File: config.mk
export PLATFORM = sky130hd
export DESIGN_NAME = irrigation_scheduler_flat
export DESIGN_NICKNAME = d
export VERILOG_FILES = /design/src/rtl/irrigation_pkg.sv /design/src/rtl/irrigation_scheduler_if.sv /design/src/rtl/irrigation_scheduler_tick_gen.sv /design/src/rtl/irrigation_scheduler.sv /design/src/flat_wrapper.sv
export SDC_FILE = /design/constraint.sdc
export NUM_CORES = 1
export LEC_CHECK = 0
export CAP_MARGIN = 0
export CORE_MARGIN = 10
export CORE_UTILIZATION = 50
export DETAILED_ROUTE_END_ITERATION = 10
export GPL_ROUTABILITY_DRIVEN = 0
export HOLD_SLACK_MARGIN = 0.06
export PLACE_DENSITY_LB_ADDON = 0.08
export SLEW_MARGIN = 20
export SYNTH_ARGS = -nofsm -noshare
export SYNTH_HDL_FRONTEND = slang
export SYNTH_HIERARCHICAL = 1
export SYNTH_SLANG_ARGS = --single-unit
export TNS_END_PERCENT = 5
File: constraint.sdc
create_clock -name clk -period 2.52 [get_ports clk]
set_input_delay 0.252 -clock clk [delete_from_list [all_inputs] [get_ports clk]]
set_output_delay 0.252 -clock clk [all_outputs]
set_load 0.02 [all_outputs]
File: src/rtl/irrigation_pkg.sv
// Shared types and tank-probe helpers for the multi-zone irrigation scheduler.
package irrigation_pkg;

    typedef enum logic [1:0] {
        IDLE  = 2'd0,
        RUN   = 2'd1,
        PAUSE = 2'd2,
        GAP   = 2'd3
    } state_e;

    typedef enum logic {
        MODE_DRIP  = 1'b0,
        MODE_SPRAY = 1'b1
    } mode_e;

    // A wetter probe above a dry one is physically impossible: flag it.
    function automatic logic tank_erro(input logic alta, input logic media, input logic baixa);
        return (alta & ~media) | (alta & ~baixa) | (media & ~baixa);
    endfunction

    function automatic mode_e pick_mode(input logic umid, input logic temp);
        return (!umid && !temp) ? MODE_SPRAY : MODE_DRIP;
    endfunction

endpackage

File: src/rtl/irrigation_scheduler_if.sv
// Sensor inputs and actuator/status outputs of the irrigation scheduler.
interface irrigation_scheduler_if #(
    parameter int ZONES = 4,
    parameter int CNT_W = 8
);
    localparam int IDX_W = $clog2(ZONES);

    logic               alta;
    logic               media;
    logic               baixa;
    logic [ZONES-1:0]   solo;
    logic [ZONES-1:0]   umidade;
    logic [ZONES-1:0]   temperatura;
    logic               erro;
    logic               alarme;
    logic               ve;
    logic [ZONES-1:0]   valve;
    logic               gotejamento;
    logic               aspersao;
    logic [IDX_W-1:0]   zone_idx;
    logic [CNT_W-1:0]   remaining;
    logic               busy;

    modport master (
        output alta, media, baixa, solo, umidade, temperatura,
        input  erro, alarme, ve, valve, gotejamento, aspersao, zone_idx, remaining, busy
    );

    modport slave (
        input  alta, media, baixa, solo, umidade, temperatura,
        output erro, alarme, ve, valve, gotejamento, aspersao, zone_idx, remaining, busy
    );

endinterface

File: src/rtl/irrigation_scheduler_tick_gen.sv
// Free-running prescaler producing a one-cycle tick every TICK_DIV clocks.
module tick_gen #(
    parameter int TICK_DIV = 50_000_000
) (
    input  logic clk,
    input  logic reset,
    output logic tick_o
);

    localparam int CW = (TICK_DIV > 1) ? $clog2(TICK_DIV) : 1;

    logic [CW-1:0] cnt_q;
    logic [CW-1:0] cnt_d;
    logic          tick_q;
    logic          tick_d;
    logic          wrap_s;

    assign wrap_s = (cnt_q == CW'(TICK_DIV - 1));

    // Prescaler next state.
    always_comb begin
        cnt_d  = cnt_q + CW'(1);
        tick_d = 1'b0;
        if (wrap_s) begin
            cnt_d  = '0;
            tick_d = 1'b1;
        end else begin
            tick_d = 1'b0;
        end
    end

    // Prescaler and tick registers.
    always_ff @(posedge clk or posedge reset) begin
        if (reset) begin
            cnt_q  <= '0;
            tick_q <= 1'b0;
        end else begin
            cnt_q  <= cnt_d;
            tick_q <= tick_d;
        end
    end

    assign tick_o = tick_q;

endmodule

File: src/rtl/irrigation_scheduler.sv
// Round-robin multi-zone irrigation scheduler with tank supervision.
// Define IRRIGATION_SYNC_EN to pass all sensor inputs through two-flop synchronisers.
module irrigation_scheduler
    import irrigation_pkg::*;
#(
    parameter int ZONES      = 4,
    parameter int TICK_DIV   = 50_000_000,
    parameter int CNT_W      = 8,
    parameter int DRIP_TIME  = 8,
    parameter int SPRAY_TIME = 4
) (
    input  logic                   clk,
    input  logic                   reset,
    irrigation_scheduler_if.slave  bus
);

    localparam int IDX_W = $clog2(ZONES);
    localparam int SW    = 3 + 3 * ZONES;

    logic             alta_s;
    logic             media_s;
    logic             baixa_s;
    logic [ZONES-1:0] solo_s;
    logic [ZONES-1:0] umid_s;
    logic [ZONES-1:0] temp_s;
    logic [SW-1:0]    raw_s;

    assign raw_s = {bus.alta, bus.media, bus.baixa, bus.solo, bus.umidade, bus.temperatura};

`ifdef IRRIGATION_SYNC_EN
    logic [SW-1:0] sync1_q;
    logic [SW-1:0] sync2_q;

    // Two-flop synchroniser for every sensor line.
    always_ff @(posedge clk or posedge reset) begin
        if (reset) begin
            sync1_q <= '0;
            sync2_q <= '0;
        end else begin
            sync1_q <= raw_s;
            sync2_q <= sync1_q;
        end
    end

    assign {alta_s, media_s, baixa_s, solo_s, umid_s, temp_s} = sync2_q;
`else
    assign {alta_s, media_s, baixa_s, solo_s, umid_s, temp_s} = raw_s;
`endif

    logic erro_s;
    logic alarme_s;
    logic tick_s;

    assign erro_s     = tank_erro(alta_s, media_s, baixa_s);
    assign alarme_s   = erro_s | ~baixa_s;
    assign bus.erro   = erro_s;
    assign bus.alarme = alarme_s;

    tick_gen #(
        .TICK_DIV (TICK_DIV)
    ) u_tick_gen (
        .clk    (clk),
        .reset  (reset),
        .tick_o (tick_s)
    );

    logic ve_q;
    logic ve_d;

    // Fill valve hysteresis: a full or faulty tank always wins over refill.
    always_comb begin
        ve_d = ve_q;
        if (alta_s || erro_s) begin
            ve_d = 1'b0;
        end else if (!media_s) begin
            ve_d = 1'b1;
        end else begin
            ve_d = ve_q;
        end
    end

    // Fill valve register.
    always_ff @(posedge clk or posedge reset) begin
        if (reset) begin
            ve_q <= 1'b0;
        end else begin
            ve_q <= ve_d;
        end
    end

    state_e           state_q;
    state_e           state_d;
    mode_e            mode_q;
    mode_e            mode_d;
    logic [IDX_W-1:0] ptr_q;
    logic [IDX_W-1:0] ptr_d;
    logic [IDX_W-1:0] ptr_next_s;
    logic [CNT_W-1:0] rem_q;
    logic [CNT_W-1:0] rem_d;
    logic [ZONES-1:0] valve_q;
    logic [ZONES-1:0] valve_d;
    logic             drip_q;
    logic             drip_d;
    logic             spray_q;
    logic             spray_d;
    logic             busy_q;
    logic             busy_d;

    assign ptr_next_s = (ptr_q == IDX_W'(ZONES - 1)) ? '0 : ptr_q + IDX_W'(1);

    // State, pointer, run counter and registered outputs.
    always_ff @(posedge clk or posedge reset) begin
        if (reset) begin
            state_q <= IDLE;
            mode_q  <= MODE_DRIP;
            ptr_q   <= '0;
            rem_q   <= '0;
            valve_q <= '0;
            drip_q  <= 1'b0;
            spray_q <= 1'b0;
            busy_q  <= 1'b0;
        end else begin
            state_q <= state_d;
            mode_q  <= mode_d;
            ptr_q   <= ptr_d;
            rem_q   <= rem_d;
            valve_q <= valve_d;
            drip_q  <= drip_d;
            spray_q <= spray_d;
            busy_q  <= busy_d;
        end
    end

    // Next-state logic; an alarm in RUN outranks the early stop.
    always_comb begin
        state_d = state_q;
        mode_d  = mode_q;
        ptr_d   = ptr_q;
        rem_d   = rem_q;
        case (state_q)
            IDLE: begin
                if (!solo_s[ptr_q] && !alarme_s) begin
                    state_d = RUN;
                    mode_d  = pick_mode(umid_s[ptr_q], temp_s[ptr_q]);
                    rem_d   = (mode_d == MODE_SPRAY) ? CNT_W'(SPRAY_TIME) : CNT_W'(DRIP_TIME);
                end else begin
                    ptr_d = ptr_next_s;
                end
            end
            RUN: begin
                if (alarme_s) begin
                    state_d = PAUSE;
                end else if (solo_s[ptr_q]) begin
                    state_d = GAP;
                    rem_d   = '0;
                end else if (tick_s) begin
                    if (rem_q == CNT_W'(1)) begin
                        state_d = GAP;
                        rem_d   = '0;
                    end else begin
                        rem_d = rem_q - CNT_W'(1);
                    end
                end else begin
                    rem_d = rem_q;
                end
            end
            PAUSE: begin
                if (!alarme_s) begin
                    state_d = RUN;
                end else begin
                    state_d = PAUSE;
                end
            end
            GAP: begin
                rem_d = '0;
                if (tick_s) begin
                    state_d = IDLE;
                    ptr_d   = ptr_next_s;
                end else begin
                    state_d = GAP;
                end
            end
            default: begin
                state_d = IDLE;
                rem_d   = '0;
            end
        endcase
    end

    // Output decode from the next state so outputs land with the state change.
    always_comb begin
        valve_d = '0;
        drip_d  = 1'b0;
        spray_d = 1'b0;
        busy_d  = 1'b0;
        case (state_d)
            RUN: begin
                valve_d = ZONES'(1) << ptr_d;
                drip_d  = (mode_d == MODE_DRIP);
                spray_d = (mode_d == MODE_SPRAY);
                busy_d  = 1'b1;
            end
            PAUSE:   busy_d = 1'b1;
            GAP:     busy_d = 1'b1;
            IDLE:    busy_d = 1'b0;
            default: busy_d = 1'b0;
        endcase
    end

    assign bus.ve          = ve_q;
    assign bus.valve       = valve_q;
    assign bus.gotejamento = drip_q;
    assign bus.aspersao    = spray_q;
    assign bus.busy        = busy_q;
    assign bus.zone_idx    = ptr_q;
    assign bus.remaining   = rem_q;

endmodule
File: src/flat_wrapper.sv
// flat-port wrapper written by rule: the top's interface ports become plain ports
module irrigation_scheduler_flat import irrigation_pkg::*;
#(
    parameter int ZONES      = 4,
    parameter int TICK_DIV   = 50_000_000,
    parameter int CNT_W      = 8,
    parameter int DRIP_TIME  = 8,
    parameter int SPRAY_TIME = 4
)
  (clk, reset, bus_alta, bus_media, bus_baixa, bus_solo, bus_umidade, bus_temperatura, bus_erro, bus_alarme, bus_ve, bus_valve, bus_gotejamento, bus_aspersao, bus_zone_idx, bus_remaining, bus_busy);
  irrigation_scheduler_if #(.ZONES(ZONES), .CNT_W(CNT_W)) bus_i ();
  input  logic clk;
  input  logic reset;
  input wire logic [$bits(bus_i.alta)-1:0] bus_alta;
  input wire logic [$bits(bus_i.media)-1:0] bus_media;
  input wire logic [$bits(bus_i.baixa)-1:0] bus_baixa;
  input wire logic [$bits(bus_i.solo)-1:0] bus_solo;
  input wire logic [$bits(bus_i.umidade)-1:0] bus_umidade;
  input wire logic [$bits(bus_i.temperatura)-1:0] bus_temperatura;
  output wire logic [$bits(bus_i.erro)-1:0] bus_erro;
  output wire logic [$bits(bus_i.alarme)-1:0] bus_alarme;
  output wire logic [$bits(bus_i.ve)-1:0] bus_ve;
  output wire logic [$bits(bus_i.valve)-1:0] bus_valve;
  output wire logic [$bits(bus_i.gotejamento)-1:0] bus_gotejamento;
  output wire logic [$bits(bus_i.aspersao)-1:0] bus_aspersao;
  output wire logic [$bits(bus_i.zone_idx)-1:0] bus_zone_idx;
  output wire logic [$bits(bus_i.remaining)-1:0] bus_remaining;
  output wire logic [$bits(bus_i.busy)-1:0] bus_busy;
  assign bus_i.alta = bus_alta;
  assign bus_i.media = bus_media;
  assign bus_i.baixa = bus_baixa;
  assign bus_i.solo = bus_solo;
  assign bus_i.umidade = bus_umidade;
  assign bus_i.temperatura = bus_temperatura;
  assign bus_erro = bus_i.erro;
  assign bus_alarme = bus_i.alarme;
  assign bus_ve = bus_i.ve;
  assign bus_valve = bus_i.valve;
  assign bus_gotejamento = bus_i.gotejamento;
  assign bus_aspersao = bus_i.aspersao;
  assign bus_zone_idx = bus_i.zone_idx;
  assign bus_remaining = bus_i.remaining;
  assign bus_busy = bus_i.busy;
  irrigation_scheduler #(.ZONES(ZONES), .TICK_DIV(TICK_DIV), .CNT_W(CNT_W), .DRIP_TIME(DRIP_TIME), .SPRAY_TIME(SPRAY_TIME)) u_core (.clk(clk), .reset(reset), .bus(bus_i));
endmodule
==> results.py <==
metrics = {
    "timing": {
        "tns_ns": 0,
        "tightest_slew_ns": 0.831,
        "slew_violations": 0,
        "timing.slew.headroom_pct": 44.5,
        "grt_setup_unrepaired": "false",
        "setup_slack_ns": 0.295,
        "layout_worst_path_cycle_share_pct": 88.3,
        "setup_violations": 0,
        "max_freq_mhz": 450,
        "fin_skew_ns": 0.00211,
        "period_needed_ns": 2.22,
        "hold_viol": 0,
    },
    "cts": {
        "cts_resized": 0,
        "cts-root-buf": "clkbuf_8",
        "cts_tree": "built",
        "cts_buffers": 5,
        "insertion_delay_ns": 0.30,
        "ctsHoldBuffers": 0,
        "htreeDepth": 2,
        "clkSinkCount": 48,
        "cts_setup_buffers": 0,
        "cts_buffer_depth": 2,
        "clkTransAtPathRegs_ns": 0.09,
    },
    "placed_design": {
        "port_buffers": 36,
        "pre_cts_ws_ns": 0.152,
        "dp.cells": 371,
        "hpwl_mm": 4.19,
    },
    "synth": {
        "syn_nets": 290,
        "synth_cell_types": 49,
        "yosysSeqAreaShare_pct": 46.2,
        "synthFlopType": "dfrtp_1",
        "synth_top_cell_by_area": "dfrtp_1",
        "yosysTopAreaCellShare_pct": 46.2,
        "async_reset_ff_share_pct": 100,
        "syn_inst": 264,
        "yosysWarnings": 6,
        "synth.avg_cell_area_um2": 9.86,
        "synth_edf_count": 0,
        "synth_area_leaders": "dfrtp_1 (46%), ha_1 (4.3%), nor2_1 (3.6%), a21oi_1 (3.5%), xor2_1 (3.4%)",
        "syn_area_mm2": 0.00260,
        "synth-seq-cells": 48,
    },
    "pwr": {
        "max-vdd-ir-drop_mv": 0.449,
        "internal_power_w": 0.00182,
        "p_clk_share_pct": 18.4,
        "leakagePower_nw": 1.40,
        "switching_share_pct": 39.3,
        "combinationalPowerShare_pct": 46.9,
        "power.total_w": 0.00300,
        "p_per_area_mw_per_mm2": 944,
        "power_frac_seq_pct": 34.8,
        "p_switching_w": 0.00118,
    },
    "grt": {
        "track_usage_pct": 14.2,
        "grt_pass1_vias": 2119,
        "grt_first_pass_wirelength_mm": 10.2,
        "overflow": 0,
        "grt_antenna_before_repair": 0,
        "grt_max_degree": 28,
    },
    "cells_and_area": {
        "final_common_cell": "dfrtp_1",
        "synthToLayoutAreaGrowth_pct": 22.2,
        "nNetsFinal": 334,
        "instances_no_fill": 379,
        "n_antenna_cell": 0,
        "layout-drive-gt1-share_pct": 7.44,
        "layout_common_cells": "dfrtp_1 (48), clkdlybuf4s50_1 (36), nor2_1 (25)",
    },
    "die": {
        "io_pins": 37,
        "fp-row-count": 26,
        "die_y_um": 92.1,
        "core-area_mm2": 0.00507,
        "start_util_pct": 51.3,
        "die_w_um": 92.1,
        "dieArea_mm2": 0.00849,
    },
    "drt": {
        "firstDrtPassIters": 4,
        "routed_wirelength_mm": 5.79,
        "num_vias": 2167,
        "wl_met1_mm": 2.67,
        "viasPerCell": 5.72,
        "ant_nets": 0,
        "wire_per_inst_um": 15.3,
        "routed-wl-met2_mm": 2.78,
        "drt_iter0_markers": 110,
        "met3WireLength_um": 276,
        "routed.top_layer": "met4",
        "drcViolationCount": 0,
    },
    "job": {
        "max-cap-violations": 0,
    },
    "hold_path": {
        "hp-class": "in2async",
    },
    "critical_path": {
        "critPathLaunchType": "flip-flop",
        "crit_path_end_kind": "flip-flop",
        "path_max_fanout": 6,
        "worstPathRequired_ns": 2.73,
        "worstPathArrival_ns": 2.43,
        "worst-setup-path-type": "reg2reg",
    },
    "outcome": {
        "outcome": "completed",
    },
}
## area by class of cell
class                      instances  area, um2
fill                             455       1900
multi-input combinational        198       1330
sequential                        48       1200
timing repair buffer              42        405
tap                               70       87.6
clock buffer                       5       68.8
inverter                          13       48.8
clock inverter                     3       42.5
## synthesized netlist by cell type, drive strengths merged, types with 2 or more instances
cell type  number
nor4bb          2
o41ai           2
o211ai          2
nand2b          2
mux2i           5
ha              9
xnor2           5
buf             2
or2             2
clkbuf          3
nor3           10
nand4           8
nor2b           4
nor4            4
nor2           25
a21oi          18
or3             3
nand3          10
o31ai          10
nor3b           4
inv            13
and3            5
nand2          16
or4             7
dfrtp          48
and4            4
o21ai          16
a221o           2
xor2           10
## power groups by stage
stage	combinational, W	clock, W	sequential (W)
after floorplan	0.000793	0	0.00118
final	0.00141	0.000551	0.00104
after global placement	0.00139	0	0.00106
after global routing	0.00155	0.000600	0.00107
after CTS	0.00142	0.000570	0.00104
after detailed placement	0.00141	0	0.00106
## critical path, cell delays in order (launching register included)
cell	delay (ns)
dfrtp_1	0.43
nor4_1	0.45
a41oi_1	0.21
a221o_1	0.39
a221o_1	0.41
nor3b_1	0.24
## layer usage
| layer | global-route usage, % | vias up |
|---|---|---|
| met4 | 4.50 | 0 |
| li1 | - | 1062 |
| met1 | 17.9 | 1045 |
| met5 | 0 | - |
| met2 | 23.1 | 54 |
| met3 | 3.91 | 6 |
## worst paths after layout
kind / slack (ns) / from / depth (start not counted) / endpoint
max: 0.30 / u_core/bus.remaining[5] / 5 / u_core/bus.valve[2]
min in group clk: 0.50 / u_core/u_tick_gen/cnt_q[24] / 1 / u_core/u_tick_gen/cnt_q[24]
max reg2reg: 0.30 / u_core/bus.remaining[5] / 5 / u_core/bus.valve[2]
max in group asynchronous: 1.57 / reset / 2 / u_core/bus.zone_idx[0]
min: 0.33 / reset / 3 / u_core/u_tick_gen/cnt_q[3]
min reg2reg: 0.50 / u_core/u_tick_gen/cnt_q[24] / 1 / u_core/u_tick_gen/cnt_q[24]
## per-stage QoR
step           instance area [um2]  util [%]  hold slack (ns)
2_1_floorplan                 2600         -            0.229
3_3_place_gp                  3070      60.5            0.485
3_5_place_dp                  3070      60.5            0.483
4_1_cts                       3180      62.6            0.337
5_1_grt                       3180      62.6            0.358
6_report                      3180      62.6            0.329
## cells by family (layout without fill, tap and decap cells)
family / count (synthesis) / after routing / synth area share [%]
flops: 48 / 48 / 46.2
compound gates: 59 / 59 / 15.4
fa+ha+maj: 9 / 9 / 4.33
xor+xnor: 15 / 15 / 5.05
mux: 7 / 7 / 3.22
buf+inv: 18 / 63 / 2.93
simple gates: 108 / 108 / 22.9
## sequential cells by signal, indices dropped and copies added, names as in the netlist, 2 cells and up
| register | flops |
|---|---|
| u_core/u_tick_gen/cnt_q | 26 |
| u_core/bus.zone_idx | 2 |
| u_core/state_q | 2 |
| u_core/bus.remaining | 8 |
| u_core/bus.valve | 4 |
(Power assumes the default switching activity.)
